--- src/rtl/eth_frame_detector_mem_arbiter.sv ---
// Arbitrates one single-port script BRAM between the AXI memory port and the core fetch port.
// Core fetches win, but an AXI request blocked for C_MAX_WAIT cycles is forced through.
module eth_frame_detector_mem_arbiter #(
    parameter int unsigned C_AXI_WIDTH      = 32,
    parameter int unsigned C_MEM_ADDR_WIDTH = 14,
    parameter int unsigned C_MEM_LATENCY    = 2,
    parameter int unsigned C_MAX_WAIT       = 15
) (
    input  logic                        clk,
    input  logic                        rst_n,
    input  logic                        srst,
    input  logic                        mem_req,
    input  logic [C_MEM_ADDR_WIDTH-1:0] mem_addr,
    input  logic                        mem_wenable,
    input  logic [C_AXI_WIDTH-1:0]      mem_wdata,
    output logic [C_AXI_WIDTH-1:0]      mem_rdata,
    output logic                        mem_ack,
    input  logic                        core_req,
    input  logic [C_MEM_ADDR_WIDTH-1:0] core_addr,
    output logic                        core_grant,
    output logic [C_AXI_WIDTH-1:0]      core_rdata,
    output logic                        core_rvalid,
    output logic                        bram_en,
    output logic                        bram_we,
    output logic [C_MEM_ADDR_WIDTH-1:0] bram_addr,
    output logic [C_AXI_WIDTH-1:0]      bram_wdata,
    input  logic [C_AXI_WIDTH-1:0]      bram_rdata,
    output logic [31:0]                 contention_count
);

    localparam int unsigned LatW  = 3;
    localparam int unsigned WaitW = 8;
    localparam logic [LatW-1:0]  LatInit = LatW'(C_MEM_LATENCY);
    localparam logic [WaitW-1:0] MaxWait = WaitW'(C_MAX_WAIT);

    typedef enum logic [2:0] {
        StIdle,
        StReadWait,
        StWriteAck,
        StAck,
        StHold
    } state_e;

    state_e                   state_q;
    logic [WaitW-1:0]         wait_q;
    logic [LatW-1:0]          lat_q;
    logic [C_MEM_LATENCY-1:0] vld_q;
    logic [C_AXI_WIDTH-1:0]   mem_rdata_q;
    logic                     mem_ack_q;
    logic [31:0]              contention_q;

    logic is_idle;
    logic wait_full;
    logic axi_issue;
    logic sync_rst;

    assign sync_rst  = ~rst_n | srst;
    assign is_idle   = (state_q == StIdle);
    assign wait_full = (wait_q == MaxWait);
    assign axi_issue = is_idle & mem_req & (~core_req | wait_full);

    assign core_grant = core_req & ~(is_idle & mem_req & wait_full);

    always_comb begin
        bram_en   = 1'b0;
        bram_we   = 1'b0;
        bram_addr = mem_addr;
        if (core_grant) begin
            bram_en   = 1'b1;
            bram_addr = core_addr;
        end else if (axi_issue) begin
            bram_en   = 1'b1;
            bram_we   = mem_wenable;
            bram_addr = mem_addr;
        end
    end

    assign bram_wdata = mem_wdata;

    always_ff @(posedge clk) begin
        if (sync_rst) begin
            state_q      <= StIdle;
            wait_q       <= '0;
            lat_q        <= '0;
            mem_rdata_q  <= '0;
            mem_ack_q    <= 1'b0;
            contention_q <= '0;
        end else begin
            unique case (state_q)
                StIdle: begin
                    if (axi_issue) begin
                        wait_q <= '0;
                        lat_q  <= LatInit;
                        if (mem_wenable) begin
                            state_q   <= StWriteAck;
                            mem_ack_q <= 1'b1;
                        end else begin
                            state_q <= StReadWait;
                        end
                    end else if (!mem_req) begin
                        wait_q <= '0;
                    end else if (core_req) begin
                        if (!wait_full) begin
                            wait_q <= wait_q + WaitW'(1);
                        end
                        contention_q <= contention_q + 32'd1;
                    end
                end
                StReadWait: begin
                    lat_q <= lat_q - LatW'(1);
                    // Last decrement lands on the cycle the BRAM presents the AXI word.
                    if (lat_q == LatW'(1)) begin
                        mem_rdata_q <= bram_rdata;
                        mem_ack_q   <= 1'b1;
                        state_q     <= StAck;
                    end
                end
                StWriteAck, StAck: begin
                    mem_ack_q <= 1'b0;
                    state_q   <= StHold;
                end
                StHold: begin
                    state_q <= StIdle;
                end
                default: begin
                    state_q <= StIdle;
                end
            endcase
        end
    end

    // Core read-valid pipeline mirrors the BRAM latency.
    always_ff @(posedge clk) begin
        if (sync_rst) begin
            vld_q <= '0;
        end else begin
            vld_q[0] <= core_grant;
            for (int i = 1; i < int'(C_MEM_LATENCY); i++) begin
                vld_q[i] <= vld_q[i-1];
            end
        end
    end

    assign core_rvalid      = vld_q[C_MEM_LATENCY-1];
    assign core_rdata       = core_rvalid ? bram_rdata : '0;
    assign mem_rdata        = mem_rdata_q;
    assign mem_ack          = mem_ack_q;
    assign contention_count = contention_q;

endmodule
--- config.mk ---
export PLATFORM = sky130hd
export DESIGN_NAME = eth_frame_detector_mem_arbiter
export DESIGN_NICKNAME = d
export VERILOG_FILES = /design/src/rtl/eth_frame_detector_mem_arbiter.sv
export SDC_FILE = /design/constraint.sdc
export NUM_CORES = 1
export LEC_CHECK = 0
export ABC_AREA = 1
export BUFFER_PORTS_ARGS = -buffer_cell sky130_fd_sc_hd__clkbuf_2
export CORE_ASPECT_RATIO = 2
export CORE_MARGIN = 5
export CORE_UTILIZATION = 41
export CTS_CLUSTER_SIZE = 30
export DETAILED_ROUTE_END_ITERATION = 7
export GPL_TIMING_DRIVEN = 0
export PLACE_DENSITY = 0.77
export REMOVE_ABC_BUFFERS = 1
export SLEW_MARGIN = 10
export SYNTH_ARGS = -nofsm -noshare
export SYNTH_HDL_FRONTEND = slang
export SYNTH_SLANG_ARGS = --single-unit
--- constraint.sdc ---
create_clock -name clk -period 4.35 [get_ports clk]
set_input_delay 0.87 -clock clk [delete_from_list [all_inputs] [get_ports clk]]
set_output_delay 0.87 -clock clk [all_outputs]
set_load 0.02 [all_outputs]
==> results of run 1 <==
[through the flow]
step / hold WS (ns) / cell area, sq um
global route: 0.4434 / 5670
finish: 0.4174 / 5670
CTS: 0.4203 / 5670
detailed placement: 0.4101 / 5316
global placement: 0.3965 / 5289
floorplan: 0.3936 / 4213
[power by group through the flow]
stage	sequential (uW)	combinational [uW]	clock [uW]
4_1_cts	748	148	908
3_3_place_gp	765	145	0
6_report	748	146	890
5_1_grt	748	162	932
3_5_place_dp	765	147	0
2_1_floorplan	765	79.7	0
[layer usage]
metal	vias to the layer above	share of wire, %	global-route usage (%)
met5	-	0	1.136
met4	0	3.1	9.510
met3	27	12	10.05
met2	217	52	36.05
met1	2084	33	18.84
li1	2431	-	-
[worst paths after layout]
kind | to | slack (ns)
worst max-delay path | bram_addr[10] | 1.27
worst min-delay path | vld_q[1]$_SDFF_PP0_ | 0.42
worst max register to register | contention_count[23]$_SDFFE_PP0P_ | 1.75
worst min register to register | vld_q[1]$_SDFF_PP0_ | 0.42
[state kept, by name, indices dropped and copies added (netlist names)]
signal and cells:
lat_q 3, mem_rdata 32, state_q 3, mem_ack 1, vld_q 2, wait_q 8, contention_count 32
[area by class of cell]
cell class	count	area [sq um]	share of cell area, %
Clock inverter	6	115.1	2.030
Sequential cell	81	1622	28.60
Timing Repair Buffer	181	920.9	16.24
Clock buffer	10	239.0	4.214
Multi-Input combinational cell	503	2326	41.02
Inverter	72	272.8	4.810
Tap cell	140	175.2	3.089
[kinds of logic after synthesis]
logic type | synth area share [%]
buffers and inverters | 13.96
AND/OR/NAND/NOR | 38.42
XOR/XNOR | 0.7652
AO/OA/AOI/OAI | 10.36
flip-flops | 35.41
adder cells (fa/ha/maj) | 1.093
[worst min-delay path, stage by stage, from the launching register on]
cell and delay, ns:
dfxtp_1 0.30, inv_1 0.04, nor2_1 0.03
[layout by cell type (no fill, tap or decap), drive strengths merged]
cell,count
o21a,2
inv,71
nor2,161
nand3,20
a21oi,32
clkinv,3
xnor2,2
nor3,5
clkinvlp,1
dfxtp,81
o22ai,1
nand3b,8
buf,1
ha,4
o211ai,1
xor2,2
nor3b,6
clkbuf,190
nand2,213
bufinv,3
o21bai,1
o311ai,1
and3,1
o211a,1
o21ai,42
==> metrics.yaml, run 1 <==
worst-path-buf-inv: 3
max_slew_margin_pct: 17.13
drv_cap: 0
crit_cells: 9
root_buffer: "clkbuf_16"
total_power_uw: 1784
final_nets: 950
yosysWarnings: 0
antenna_left: 0
synth.area.top_cells: "dfxtp_1, nand2_1, nor2_1"
layout_min_cycle_time_ns: 3.082
peakVddDrop_uv: 214.1
cts_inserted_buffers: 9
status: "finished clean"
slew_violations: 0
start_util_pct: 41.84
num-fill-cells: 1155
internal_power_uw: 1376
cts_setup_buffers: 0
grt_max_degree: 46
synth_top_area_cell: "dfxtp_1"
crit_fanout: 16
dpl_worst_slack_ns: 1.325
synthCells: 711
ys_top_cells_by_count: "nand2_1, nor2_1, dfxtp_1, inv_1, o21ai_0"
r2r_start: "state_q[1]$_SDFFE_PP0P_"
placedCellCount: 977
htree_num_levels: 3
min_from: "vld_q[0]$_SDFF_PP0_"
cp.arrival_ns: 2.21
wl_um: 14000
seqPwrFrac_pct: 41.9
coreArea_sq_mm: 0.01095
port_buffers: 180
setup_viol: 0
cp-startpoint: "wait_q[0]$_SDFFE_PP0P_"
routed_via_density: 4.793
crit_top_cell: "nand2_1"
path_cells: "ha_1 > nand3_1 > inv_1 > nand3_2 > o21ai_4 > inv_2 > nand2_1 > nand2_1 > clkbuf_2"
grt_pass1_vias: 4559
antenna_cells: 0
cts_hold_buf: 0
powerDensity_mw_per_mm2: 314.6
insertion_delay_ns: 0.33
clk_path_buf_depth: 2
max_stage_delay_ns: 0.40
setup_tns_ns: 0
routabilityCongestion: 0.9180
pwr-share-comb_pct: 8.2
drive_gt1_share_pct: 28.37
period_share_pct: 70.84
vias: 4759
dieArea_sq_mm: 0.01351
yosysSeqAreaShare_pct: 35.41
rr_worst_depth: 10
leakagePower_uw: 0.002691
layout_setup_ws_ns: 1.268
crit_slowest_cell: "o21ai_4"
final_cells: 993
place_hpwl_um: 11090
synth_area_sq_mm: 0.004579
grt_overflow: 0
ios: 245
hold_path_depth: 2
p_sw_share_pct: 22.87
grt_pass1_wl_um: 22050
cts_sinks: 81
synth_flop_cell: "dfxtp_1"
final_util_pct: 51.81
cts.clk_slew.worst_paths_ns: 0.06
grt_setup_unrepaired: "false"
finClkSkew_ns: 0.006168
cts_tree: "built"
worst_pin_slew_ns: 1.242
grt_usage_pct: 20.27
cp-end-kind: "primary output"
die_y_um: 159.5
crit_type: "flip-flop to primary output"
cp-start-kind: "flip-flop"
synth_most_common_cell: "nand2_1"
synth_top_area_share_pct: 35.41
synth_edf_count: 0
ys_seq_elements: 81
drt-wirelength-per-cell_um: 14.10
critPathTopFamily: "buffers and inverters"
hold_violations: 0
clkPwrFrac_pct: 49.9
chipWidth_um: 84.73
worstPathRequired_ns: 3.48
async_flop_share_pct: 0
yosysUniqueCellTypes: 39
drc: 0
p_sw_uw: 407.9
rows: 54
fmax_ghz: 0.3245
cts_resized: 0
dr.pass1.iters: 5
synth_area_per_cell_sq_um: 6.441
antenna_found_initial: 0
areaGrowthSynthToFinish_pct: 23.83
dr.first_iter.drc_count: 137
min_path_type: "flip-flop to flip-flop"
Power figures use the tool's default switching activity.
==> inputs of run 2 (changes only) <==
--- a/config.mk
+++ b/config.mk
@@ -13,7 +13,7 @@
 export CTS_CLUSTER_SIZE = 30
 export DETAILED_ROUTE_END_ITERATION = 7
 export GPL_TIMING_DRIVEN = 0
-export PLACE_DENSITY = 0.77
+export PLACE_DENSITY = 0.8
 export REMOVE_ABC_BUFFERS = 1
 export SLEW_MARGIN = 10
 export SYNTH_ARGS = -nofsm -noshare
==> constraint.sdc (replaced) <==
create_clock -name clk -period 2.8 [get_ports clk]
set_input_delay 0.56 -clock clk [delete_from_list [all_inputs] [get_ports clk]]
set_output_delay 0.56 -clock clk [all_outputs]
set_load 0.02 [all_outputs]
==> run 2 against run 1 <==
Compared with the run above:
- worst hold slack worse by 0.0027 ns
- largest power group is now sequential cells
- global-route usage is 0.25 points lower
- total power is 38% higher
==> metrics.yaml, run 2 (synthesis gave the netlist of run 1 again) <==
status: "finished clean"  # unchanged
cts_tree: "built"  # unchanged
dpl_cell_area_sq_mm: 0.005316  # unchanged
cp-end-kind: "primary output"  # unchanged
worstPathRequired_ns: 2.24  # was 3.48 ns
insertion_delay_ns: 0.33  # about the same
crit_top_cell: "nand2_1"  # unchanged
final_util_pct: 51.35  # was 51.81%
layout_min_cycle_time_ns: 2.581
crit_type: "flip-flop to primary output"  # unchanged
routabilityCongestion: 0.8739  # was 0.9180
drive_gt1_share_pct: 28.70  # was 28.37%
drc: 0  # unchanged
powerDensity_mw_per_mm2: 437.1  # was 314.6 mW/mm^2
grt_pass1_wl_um: 21960  # was 22050 um
root_buffer: "clkbuf_16"  # unchanged
cp-start-kind: "flip-flop"  # unchanged
wl_met2_um: 7503  # was 7229 um
worst_pin_slew_ns: 1.233  # was 1.242 ns
grt_setup_unrepaired: "false"  # unchanged
max_slew_margin_pct: 17.71  # was 17.13%
grt_max_degree: 45  # was 46
setup_tns_ns: 0  # unchanged
routed_via_density: 4.770  # was 4.793
leakagePower_uw: 0.002656  # was 0.002691 uW
final_area_sq_mm: 0.005620  # was 0.005670 sq mm
grt_pass1_vias: 4508  # was 4559
top_layer_used: "met4"  # unchanged
chipWidth_um: 84.73  # unchanged
cts_sinks: 81  # unchanged
place_hpwl_um: 10930  # was 11090 um
dr.first_iter.drc_count: 144  # was 137
final_nets: 955  # was 950
grt_overflow: 0  # unchanged
grt_usage_pct: 20.02  # was 20.27%
finClkSkew_ns: 0.007278  # was 0.006168 ns
antenna_cells: 0  # unchanged
rows: 54  # unchanged
drt-met1-wl_um: 4431  # was 4596 um
crit_cells: 9  # unchanged
period_share_pct: 92.17
fmax_ghz: 0.3875
start_util_pct: 41.84  # unchanged
max_stage_delay_ns: 0.35  # was 0.40 ns
peakVddDrop_uv: 330.7  # was 214.1 uV
path_cells: "ha_1 > nand3_1 > inv_1 > nand3_2 > o21ai_4 > buf_4 > nand2_1 > nand2_1 > clkbuf_2"  # was ha_1 > nand3_1 > inv_1 > nand3_2 > o21ai_4 > inv_2 > nand2_1 > nand2_1 > clkbuf_2
cp.arrival_ns: 2.02  # was 2.21 ns
rr_worst_depth: 10  # unchanged
die_y_um: 159.5  # unchanged
drv_cap: 0  # unchanged
layout_common_cells: "nand2_1, clkbuf_2, nor2_1, dfxtp_1, inv_1"  # unchanged
wl_met3_um: 1486  # was 1746 um
vias: 4756  # was 4759
crit_fanout: 10  # was 16
drt-wirelength-per-cell_um: 13.82  # was 14.10 um
worst-path-buf-inv: 3  # unchanged
layout_commonest_cell: "nand2_1"  # unchanged
clk_path_buf_depth: 2  # unchanged
dr.pass1.iters: 6  # was 5
critPathTopFamily: "buffers and inverters"  # unchanged
ios: 245  # unchanged
slew_violations: 0  # unchanged
cts.clk_slew.worst_paths_ns: 0.06  # about the same
hold_path_depth: 2  # unchanged
dieArea_sq_mm: 0.01351  # unchanged
htree_num_levels: 3  # unchanged
cts_hold_buf: 0  # unchanged
hold_slack_ns: 0.4147  # was 0.4174 ns
wl_um: 13780  # was 14000 um
coreArea_sq_mm: 0.01095  # unchanged
cts_inserted_buffers: 9  # unchanged
crit_slowest_cell: "dfxtp_1"  # was o21ai_4
antenna_left: 0  # unchanged
antenna_found_initial: 0  # unchanged
setup_viol: 0  # unchanged
min_path_type: "flip-flop to flip-flop"  # unchanged
hold_violations: 0  # unchanged
areaGrowthSynthToFinish_pct: 22.73  # was 23.83%
port_buffers: 180  # unchanged
==> run 2: changes by cell type in the layout (fill, tap and decap cells not counted), moves of 2 or more <==
| cell | change |
|---|---|
| buf_4 | +4 |
| clkinv_2 | +2 |
| clkinvlp_4 | +3 |
| bufinv_16 | -3 |
==> run 2: path summary, 6_finish.rpt <==
path	slack (ns)	end	from
max reg2reg	0.24	contention_count[23]$_SDFFE_PP0P_	state_q[2]$_SDFFE_PP0P_
min	0.41	vld_q[1]$_SDFF_PP0_	vld_q[0]$_SDFF_PP0_
max	0.22	bram_addr[9]	wait_q[0]$_SDFFE_PP0P_
min reg2reg	0.41	vld_q[1]$_SDFF_PP0_	vld_q[0]$_SDFF_PP0_
==> run 2: timing repair <==
item / 4_1_cts / 5_1_grt
gates cloned: 0 / 1
buffers inserted: 0 / 4
pin swaps: 1 / 1
gates resized for setup: 0 / 2
setup endpoints to repair: 11 / 47
==> run 2: report_power, final <==
| part | switching (uW) | total [uW] | internal [uW] |
|---|---|---|---|
| sequential | 5.09 | 1160 | 1160 |
| combinational | 146 | 231 | 85.6 |
| clock | 469 | 1060 | 594 |
| total | 620 | 2460 | 1840 |
==> run 2: final cells by class <==
| cell class | instances | area [sq um] |
|---|---|---|
| Fill cell | 1157 | 5325 |
| Timing Repair inverter | 1 | 7.507 |
| Tap cell | 140 | 175.2 |
| Clock buffer | 10 | 229.0 |
| Multi-Input combinational cell | 503 | 2326 |
| Clock inverter | 5 | 33.78 |
| Sequential cell | 81 | 1622 |
| Inverter | 72 | 276.5 |
| Timing Repair Buffer | 185 | 950.9 |
==> run 2: worst reg2reg max path, cell delays in order (launching register included) <==
cell     delay, ns
dfxtp_1       0.33
nor2_2        0.15
nand2_4       0.13
nor2_8        0.14
inv_4         0.06
nor2_2        0.94
nand2_1       0.26
nor2_1        0.28
nand2_1       0.08
nand2_1       0.06
nor2_1        0.03
==> run 2: routing by layer <==
metal,global-route usage (%),up-vias
met5,0.7576,-
met4,7.709,0
met3,8.389,22
met2,37.54,189
met1,18.59,2100
li1,-,2445
==> run 2: stage by stage <==
stage / std cells / setup slack, ns / total power (uW)
after detailed placement: 977 / 0.02827 / 1417
after CTS: 992 / 0.002278 / 2483
final: 997 / 0.2193 / 2457
after global placement: 976 / -2.999 / 1411
after floorplan: 656 / -0.8090 / 1312
after global routing: 997 / 0.006380 / 2559
==> inputs of run 3 (changes only) <==
--- a/config.mk
+++ b/config.mk
@@ -15,6 +15,7 @@
 export GPL_TIMING_DRIVEN = 0
 export PLACE_DENSITY = 0.8
 export REMOVE_ABC_BUFFERS = 1
+export SETUP_SLACK_MARGIN = 0.4
 export SLEW_MARGIN = 10
 export SYNTH_ARGS = -nofsm -noshare
 export SYNTH_HDL_FRONTEND = slang
==> run 3 against run 2 <==
Compared with the run above:
- first-iteration DRC count increased by 13%
- flip-flop and latch count unchanged
- count of clock-buffer cells in the layout unchanged
- final cell count grew 1.2%
- sequential share of layout area decreased by 1.6 points
- die area unchanged
- critical path depth is 2 higher
- clock skew decreased by 0.00082 ns
- worst hold slack got worse by 0.0072 ns
- global-route usage is 0.77 points higher
- total power up 2.2%
- maximum frequency grew 7.6%
==> metrics.yaml, run 3 (synthesis gave the netlist of run 1 again) <==
cts_sinks: 81  # unchanged
ff2ff_setup_slack_ns: 0.53  # was 0.24 ns
routed_via_density: 4.791  # was 4.770
placedCellCount: 977  # unchanged
antenna_found_initial: 0  # unchanged
powerDensity_mw_per_mm2: 419.4  # was 437.1 mW/mm^2
max_slew_margin_pct: 51.84  # was 17.71%
root_buffer: "clkbuf_16"  # unchanged
die_y_um: 159.5  # unchanged
grt_usage_pct: 20.79  # was 20.02%
cts_inserted_buffers: 9  # unchanged
hold_slack_ns: 0.4075  # was 0.4147 ns
insertion_delay_ns: 0.33  # about the same
cts_tree: "built"  # unchanged
grt_max_degree: 45  # unchanged
chipWidth_um: 84.73  # unchanged
worst_pin_slew_ns: 0.7207  # was 1.233 ns
hold_path_depth: 2  # unchanged
vias: 4834  # was 4756
final_nets: 967  # was 955
antenna_cells: 0  # unchanged
layout_min_cycle_time_ns: 2.398  # was 2.581 ns
areaGrowthSynthToFinish_pct: 30.71  # was 22.73%
dr.first_iter.drc_count: 163  # was 144
grt_pass1_vias: 4684  # was 4508
final_area_sq_mm: 0.005986  # was 0.005620 sq mm
fmax_ghz: 0.4170  # was 0.3875 GHz
crit_type: "flip-flop to primary output"  # unchanged
htree_num_levels: 3  # unchanged
period_share_pct: 85.65  # was 92.17%
final_util_pct: 54.69  # was 51.35%
hold_violations: 0  # unchanged
path_cells: "nor2_4 > buf_6 > nand2_8 > nor2_8 > inv_4 > o21ai_4 > buf_6 > buf_12 > nand2_1 > nand2_1 > clkbuf_8"  # was ha_1 > nand3_1 > inv_1 > nand3_2 > o21ai_4 > buf_4 > nand2_1 > nand2_1 > clkbuf_2
drc: 0  # unchanged
layout_commonest_cell: "nand2_1"  # unchanged
crit_slowest_cell: "dfxtp_4"  # was dfxtp_1
total_power_uw: 2511  # was 2457 uW
cp-start-kind: "flip-flop"  # unchanged
rows: 54  # unchanged
wl_um: 14450  # was 13780 um
drive_gt1_share_pct: 32.34  # was 28.70%
start_util_pct: 41.84  # unchanged
worstPathRequired_ns: 2.24  # about the same
ios: 245  # unchanged
setup_viol: 0  # unchanged
dpl_cell_area_sq_mm: 0.005316  # unchanged
r2r-end: "contention_count[23]$_SDFFE_PP0P_"  # unchanged
finClkSkew_ns: 0.006461  # was 0.007278 ns
dieArea_sq_mm: 0.01351  # unchanged
rr_worst_depth: 12  # was 10
status: "finished clean"  # unchanged
min_path_type: "flip-flop to flip-flop"  # unchanged
grt_setup_unrepaired: "true"  # was false
hold-path-endpoint: "vld_q[1]$_SDFF_PP0_"  # unchanged
max_stage_delay_ns: 0.35  # about the same
r2r_start: "state_q[2]$_SDFFE_PP0P_"  # unchanged
grt_overflow: 0  # unchanged
final_cells: 1009  # was 997
routabilityCongestion: 0.8739  # unchanged
port_buffers: 180  # unchanged
peakVddDrop_uv: 330.4  # was 330.7 uV
dr.pass1.iters: 4  # was 6
place_hpwl_um: 10930  # unchanged
cp.arrival_ns: 1.84  # was 2.02 ns
cts.clk_slew.worst_paths_ns: 0.06  # about the same
leakagePower_uw: 0.002790  # was 0.002656 uW
antenna_left: 0  # unchanged
layout_common_cells: "nand2_1, clkbuf_2, nor2_1, dfxtp_1, inv_1"  # unchanged
drv_cap: 0  # unchanged
slew_violations: 0  # unchanged
coreArea_sq_mm: 0.01095  # unchanged
drt-wirelength-per-cell_um: 14.32  # was 13.82 um
cp-end-kind: "primary output"  # unchanged
clk_path_buf_depth: 2  # unchanged
grt_pass1_wl_um: 22730  # was 21960 um
min_from: "vld_q[0]$_SDFF_PP0_"  # unchanged
crit_fanout: 8  # was 10
cts_hold_buf: 0  # unchanged
## run 3: worst max-delay path by stage
stage	from	end	slack [ns]
global route	wait_q[0]$_SDFFE_PP0P_	bram_addr[9]	0.30
detailed placement	rst_n	state_q[2]$_SDFFE_PP0P_	0.03
global placement	rst_n	wait_q[3]$_SDFFE_PP0P_	-3.00
floorplan	rst_n	contention_count[12]$_SDFFE_PP0P_	-0.81
finish	state_q[2]$_SDFFE_PP0P_	bram_addr[9]	0.40
CTS	state_q[2]$_SDFFE_PP0P_	bram_addr[5]	0.41
## run 3: timing repair
item,in CTS,in global routing
setup buffers,11,4
gates resized for setup,36,44
pin swaps,6,15
endpoints found under the setup margin,51,63
gates cloned,2,0
## run 3: cell type report
| cell class | count | area (sq um) |
|---|---|---|
| Sequential cell | 81 | 1632 |
| Timing Repair Buffer | 197 | 1196 |
| Clock inverter | 5 | 33.78 |
| Fill cell | 1131 | 4960 |
| Inverter | 72 | 282.8 |
| Tap cell | 140 | 175.2 |
| Multi-Input combinational cell | 503 | 2430 |
| Clock buffer | 10 | 229.0 |
| Timing Repair inverter | 1 | 7.507 |
## run 3: layer usage
metal	up-vias	GRT usage [%]	part of all wire [%]
met4	0	8.357	3.4
met3	31	8.389	11
met5	-	0.7576	0
met1	2125	19.03	31
li1	2468	-	-
met2	210	39.33	55
## run 3: through the flow
step / TNS (ns) / setup slack (ns)
2_1_floorplan: -17.66 / -0.8090
3_3_place_gp: -117.08 / -2.999
3_5_place_dp: 0 / 0.02827
4_1_cts: 0 / 0.4102
5_1_grt: 0 / 0.2994
6_report: 0 / 0.4019
## run 3: power breakdown
part           total [uW]  internal [uW]  switching, uW  leakage (uW)
clock                1060            594            466      0.000124
sequential           1160           1160           5.57      0.000655
combinational         289            125            164       0.00201
total                2510           1870            636       0.00279
## run 3: worst max-delay path, delay by kind of cell (launching register included)
| family | cells | cell delay (ns) |
|---|---|---|
| buffers and inverters | 5 | 0.54 |
| flip-flops | 1 | 0.35 |
| AO/OA/AOI/OAI | 1 | 0.17 |
| AND/OR/NAND/NOR | 5 | 0.43 |
